File: src/rtl/gate_arbiter_pkg.sv
// Shared parking-controller types: arbiter FSM encoding and the default
// starvation limit.
package gate_arbiter_pkg;

  typedef enum logic {
    ARB    = 1'b0,
    SETTLE = 1'b1
  } arb_state_e;

  localparam int STARVE_LIMIT_DEF = 4;

endpackage

File: src/rtl/gate_arbiter_rr_pick.sv
// Round-robin picker: returns the first requesting gate at or after ptr_i,
// wrapping past the last gate.
module rr_pick #(
  parameter int N  = 2,
  parameter int PW = 1
) (
  input  logic [N-1:0]  req_i,
  input  logic [PW-1:0] ptr_i,
  output logic          valid_o,
  output logic [PW-1:0] idx_o
);

  always_comb begin
    valid_o = 1'b0;
    idx_o   = '0;
    for (int k = 0; k < N; k++) begin
      if (!valid_o && req_i[(int'(ptr_i) + k) % N]) begin
        valid_o = 1'b1;
        idx_o   = PW'((int'(ptr_i) + k) % N);
      end
    end
  end

endmodule

File: src/rtl/gate_arbiter.sv
// Gate arbiter: grants one entry or exit gate per two cycles and reports
// accepted cars to the parking counter.
//   state  | meaning
//   ARB    | pick a winner among pending requests, register its pulses
//   SETTLE | pulses visible for one cycle, requests ignored
module gate_arbiter
  import gate_arbiter_pkg::*;
#(
  parameter int STARVE_LIMIT = STARVE_LIMIT_DEF,
  parameter int NGATE        = 2
) (
  input  logic             CLK,
  input  logic             Start_n,
  input  logic [NGATE-1:0] ent_req,
  input  logic [NGATE-1:0] ent_uni,
  input  logic [NGATE-1:0] ext_req,
  input  logic [NGATE-1:0] ext_uni,
  input  logic             uni_is_vacated_space,
  input  logic             is_vacated_space,
  input  logic [9:0]       uni_parked_car,
  input  logic [9:0]       parked_car,
  output logic [NGATE-1:0] ent_ack,
  output logic [NGATE-1:0] ext_ack,
  output logic [NGATE-1:0] ent_accept,
  output logic [NGATE-1:0] ext_accept,
  output logic             car_entered,
  output logic             is_uni_car_entered,
  output logic             car_exited,
  output logic             is_uni_car_exited,
  output logic             busy
);

  localparam int PW = (NGATE > 1) ? $clog2(NGATE) : 1;
  localparam int SW = (STARVE_LIMIT > 0) ? $clog2(STARVE_LIMIT + 1) : 1;

  arb_state_e       state_q;
  logic [PW-1:0]    ent_ptr_q, ext_ptr_q, ent_ptr_d, ext_ptr_d;
  logic [SW-1:0]    starve_q;
  logic [NGATE-1:0] ent_ack_q, ent_acc_q, ext_ack_q, ext_acc_q;
  logic             car_ent_q, uni_ent_q, car_ext_q, uni_ext_q, busy_q;

  logic             ent_valid, ext_valid;
  logic [PW-1:0]    ent_idx, ext_idx;
  logic [NGATE-1:0] ent_hot, ext_hot;
  logic             ent_ok, ext_ok, starve_hit, serve_ent, serve_ext;

  rr_pick #(.N(NGATE), .PW(PW)) u_ent_pick (
    .req_i   (ent_req),
    .ptr_i   (ent_ptr_q),
    .valid_o (ent_valid),
    .idx_o   (ent_idx)
  );

  rr_pick #(.N(NGATE), .PW(PW)) u_ext_pick (
    .req_i   (ext_req),
    .ptr_i   (ext_ptr_q),
    .valid_o (ext_valid),
    .idx_o   (ext_idx)
  );

  // Verdicts only test vacancy flags and zero counts; the counter owns arithmetic.
  always_comb begin
    starve_hit = (starve_q == SW'(STARVE_LIMIT));
    serve_ent  = ent_valid && (!ext_valid || starve_hit);
    serve_ext  = ext_valid && !serve_ent;
    ent_hot    = NGATE'(1) << ent_idx;
    ext_hot    = NGATE'(1) << ext_idx;
    ent_ok     = ent_uni[ent_idx] ? uni_is_vacated_space : is_vacated_space;
    ext_ok     = ext_uni[ext_idx] ? (uni_parked_car != 10'd0) : (parked_car != 10'd0);
    ent_ptr_d  = (ent_idx == PW'(NGATE - 1)) ? '0 : ent_idx + PW'(1);
    ext_ptr_d  = (ext_idx == PW'(NGATE - 1)) ? '0 : ext_idx + PW'(1);
  end

  always_ff @(posedge CLK) begin
    if (!Start_n) begin
      state_q   <= ARB;
      ent_ptr_q <= '0;
      ext_ptr_q <= '0;
      starve_q  <= '0;
      ent_ack_q <= '0;
      ent_acc_q <= '0;
      ext_ack_q <= '0;
      ext_acc_q <= '0;
      car_ent_q <= 1'b0;
      uni_ent_q <= 1'b0;
      car_ext_q <= 1'b0;
      uni_ext_q <= 1'b0;
      busy_q    <= 1'b0;
    end else begin
      // Pulses default low so they last exactly the SETTLE cycle.
      ent_ack_q <= '0;
      ent_acc_q <= '0;
      ext_ack_q <= '0;
      ext_acc_q <= '0;
      car_ent_q <= 1'b0;
      uni_ent_q <= 1'b0;
      car_ext_q <= 1'b0;
      uni_ext_q <= 1'b0;
      busy_q    <= 1'b0;
      case (state_q)
        ARB: begin
          if (serve_ent) begin
            state_q   <= SETTLE;
            busy_q    <= 1'b1;
            ent_ack_q <= ent_hot;
            ent_acc_q <= ent_ok ? ent_hot : '0;
            car_ent_q <= ent_ok;
            uni_ent_q <= ent_ok & ent_uni[ent_idx];
            ent_ptr_q <= ent_ptr_d;
            starve_q  <= '0;
          end else if (serve_ext) begin
            state_q   <= SETTLE;
            busy_q    <= 1'b1;
            ext_ack_q <= ext_hot;
            ext_acc_q <= ext_ok ? ext_hot : '0;
            car_ext_q <= ext_ok;
            uni_ext_q <= ext_ok & ext_uni[ext_idx];
            ext_ptr_q <= ext_ptr_d;
            if (ent_valid && !starve_hit) starve_q <= starve_q + SW'(1);
          end
        end
        SETTLE: state_q <= ARB;
      endcase
    end
  end

  assign ent_ack            = ent_ack_q;
  assign ent_accept         = ent_acc_q;
  assign ext_ack            = ext_ack_q;
  assign ext_accept         = ext_acc_q;
  assign car_entered        = car_ent_q;
  assign is_uni_car_entered = uni_ent_q;
  assign car_exited         = car_ext_q;
  assign is_uni_car_exited  = uni_ext_q;
  assign busy               = busy_q;

endmodule
File: config.mk
export PLATFORM = sky130hd
export DESIGN_NAME = gate_arbiter
export DESIGN_NICKNAME = d
export VERILOG_FILES = /design/src/rtl/gate_arbiter_pkg.sv /design/src/rtl/gate_arbiter_rr_pick.sv /design/src/rtl/gate_arbiter.sv
export SDC_FILE = /design/constraint.sdc
export NUM_CORES = 1
export LEC_CHECK = 0
export ABC_AREA = 0
export BUFFER_PORTS_ARGS = -buffer_cell sky130_fd_sc_hd__buf_2
export CORE_MARGIN = 1.5
export CORE_UTILIZATION = 37
export DETAILED_ROUTE_END_ITERATION = 6
export PLACE_DENSITY = 0.72
export SLEW_MARGIN = 20
export SYNTH_ARGS = -nofsm -noshare
export SYNTH_HDL_FRONTEND = slang
export SYNTH_HIERARCHICAL = 1
export SYNTH_SLANG_ARGS = --single-unit
File: constraint.sdc
create_clock -name CLK -period 1.56 [get_ports CLK]
set_clock_uncertainty 0.05 [all_clocks]
set_input_delay 0.078 -clock CLK [delete_from_list [all_inputs] [get_ports CLK]]
set_output_delay 0.078 -clock CLK [all_outputs]
set_load 0.01 [all_outputs]
==> flow_summary.toml <==
[run_status]
status = "complete, but fails checks"
violations = "hold timing"

[routing]
drtIter0Drc = 4
first_pass_iters = 4
ant_nets = 0
viasPerCell = 4.745
num_vias = 726
wirelength_mm = 1.538
wl_per_cell_um = 10.05
drc_errors = 0

[global_routing]
grt_pass1_vias = 651
antenna_found_initial = 0
globalRoute.totalOverflow = 0
grt_pass1_wl_mm = 2.587
grt_max_degree = 10
gr-usage-all-layers = 0.1383

[timing]
rsz0062_at_grt = "false"
setup_violations = 0
tightest_slew_ns = 0.3933
hold_viol = 1
maxSlewHeadroom = 0.7354
fmax_mhz = 682.1
fin_setup_tns_ns = 0
min_period_ns = 1.466
finalMaxSlewViolations = 0
period_share = 0.9398
layout_setup_ws_ns = 0.09385
hold_slack_ns = -0.001723

[cells_and_area]
diodes = 0
final_common_cell = "buf_2"
mostFrequentLayoutCells = "buf_2, dfxtp_1, nor2_1"
syn_to_final_growth_pct = 41.33
nFillCells = 187
layout.nets = 162
fin_cells = 153
layout-drive-gt1-share = 0.4841

[place]
place_ws_ns = -0.01127
post-place-cells = 149
io_buffer_count = 44
dp_hpwl_mm = 1.265
gp_congestion = 0.7474

[cts]
clockBufferDepth = 2
cts.sinks = 18
cts_buffers = 3
hold_buffers = 0
clkLatencyLatePin_ns = 0.29
clk_root_buffer_cell = "clkbuf_4"
htree_levels = 1
cts_tree = "yes"
clkTransAtPathRegs_ns = 0.10

[logic_synthesis]
synth_xor_area_frac = 0.02269
synth_fa_ha_area_frac = 0.03241
synthMuxAreaShare = 0.07942
syn_avg_cell_area_um2 = 10.16
syn_nets = 110
synth_edf_count = 0
ys_warn_count = 6
ys_seq_area_frac = 0.4668
synth-main-ff-cell = "dfxtp_1"
ys_types = 30
synthesis.area_um2 = 772.0
synth-simple-area-share = 0.3144
synth_compound_area_frac = 0.05511
netlist_instances = 76
async_flop_share = 0
synth-seq-cells = 18
synth_top_family_by_area = "simple AND/OR/NAND/NOR gates"

[setup_path]
end_kind = "flip-flop"
worstReg2RegEnd = "ext_accept[1]"
cp_slowest_cell = "dfxtp_2"
crit_path_cell_trace = "inv_1 -> a21boi_2 -> mux2_4 -> and4_4 -> nor4bb_1"
cpPeakStageDelay_ns = 0.34
worst_ep_arrival_time_ns = 1.60
reg2reg_depth = 5
critical_path_class = "flip-flop to flip-flop"
critPathRequiredTime_ns = 1.70
reg2reg_slack_ns = 0.09
startpoint_type = "flip-flop"
cp_max_fo = 3
r2r-start = "ext_ptr_q"

[pwr]
power_density_nw_per_um2 = 809.8
leakage_nw = 0.5295
vdd_ir_drop_max_v = 0.0004214
power_uw = 883.5

[floorplan]
row_count = 16
ioPinCount = 45
core_um2 = 1962
dieArea_um2 = 2369
die_y_um = 48.68
start_util = 0.3935
die_width_um = 48.68

[min_path]
hold_path_depth = 3
min_from = "is_vacated_space"
hold_path_class = "primary input to flip-flop"
hold_end = "car_entered"

[run]
maxCapViolCount = 0
-- power by group --
group	internal, mW	switching (mW)	leakage (nW)	total (mW)
clock	0.0896	0.125	0.0138	0.215
combinational	0.0933	0.0759	0.368	0.169
sequential	0.486	0.0138	0.148	0.500
total	0.669	0.215	0.529	0.883
-- worst max-delay path, delay by kind of cell (launching register included) --
kind,cells,cell delay [ns]
compound gates,1,0.17
buf+inv,1,0.05
flops,1,0.34
mux,1,0.34
simple gates,2,0.43
-- cell type report --
class | instances | area (um2) | area share
Clock buffer | 3 | 22.52 | 0.02064
Inverter | 6 | 22.52 | 0.02064
Multi-Input combinational cell | 52 | 406.6 | 0.3727
Sequential cell | 18 | 362.8 | 0.3326
Tap cell | 27 | 33.78 | 0.03096
Timing Repair Buffer | 47 | 242.7 | 0.2225
-- per-stage QoR --
step	area, um2	hold slack (ns)	utilization
floorplan	772.0	0.1719	-
CTS	1064	0.0001074	0.5421
global placement	1041	0.3058	0.5306
finish	1091	-0.001723	0.5561
global route	1091	0.02138	0.5561
detailed placement	1041	0.2992	0.5306
-- timing repair --
action	in CTS	in global routing
gates resized for setup	1	7
pin swaps	0	2
hold endpoints to repair	0	0
buffers inserted	0	1
gates cloned	0	0
endpoints found under the setup margin	3	3
-- state kept, by name (all words and copies together) (netlist names) --
register and cells:
ext_ptr_q 1, state_q 1, is_uni_car_exited 1, ext_ack 2
ext_accept 2, starve_q 3, ent_accept 2, ent_ptr_q 1
ent_ack 2, is_uni_car_entered 1, car_exited 1, car_entered 1
-- cell families (layout without fill, tap and decap cells) --
family | after synthesis | after routing
compound gates | 6 | 6
fa+ha+maj | 2 | 2
simple gates | 36 | 36
flops | 18 | 18
xor+xnor | 2 | 2
mux | 6 | 6
buf+inv | 6 | 56
-- cells in the mapped netlist (2+ instances only) --
cell | n | area, um2
nor3_1 | 2 | 10.01
inv_1 | 6 | 22.52
nand3_1 | 2 | 10.01
nand3b_1 | 4 | 30.03
mux2i_1 | 5 | 50.05
dfxtp_1 | 18 | 360.4
nor3b_1 | 5 | 37.54
nor2_1 | 8 | 30.03
ha_1 | 2 | 25.02
a21boi_0 | 2 | 15.01
or2_1 | 2 | 12.51
nor4_1 | 2 | 12.51
-- routing by layer --
layer,vias to the layer above,track usage,share of wire
met5,-,0,0
met2,22,0.2511,0.53
met3,0,0.04012,0.059
met1,334,0.1484,0.41
li1,370,-,-
met4,0,0.05714,0
-- worst max-delay path by stage --
stage,startpoint,end,depth (start not counted),slack [ns]
floorplan,ext_ptr_q,ext_accept[1],5,0.02
global placement,ext_ptr_q,ext_accept[1],5,0.04
detailed placement,ext_ptr_q,ext_accept[1],5,-0.01
CTS,starve_q[0],ext_accept[0],5,0.02
global route,ext_ptr_q,car_exited,5,0.02
finish,ext_ptr_q,ext_accept[1],5,0.09
Note: power is estimated with default switching activity, not from simulation.
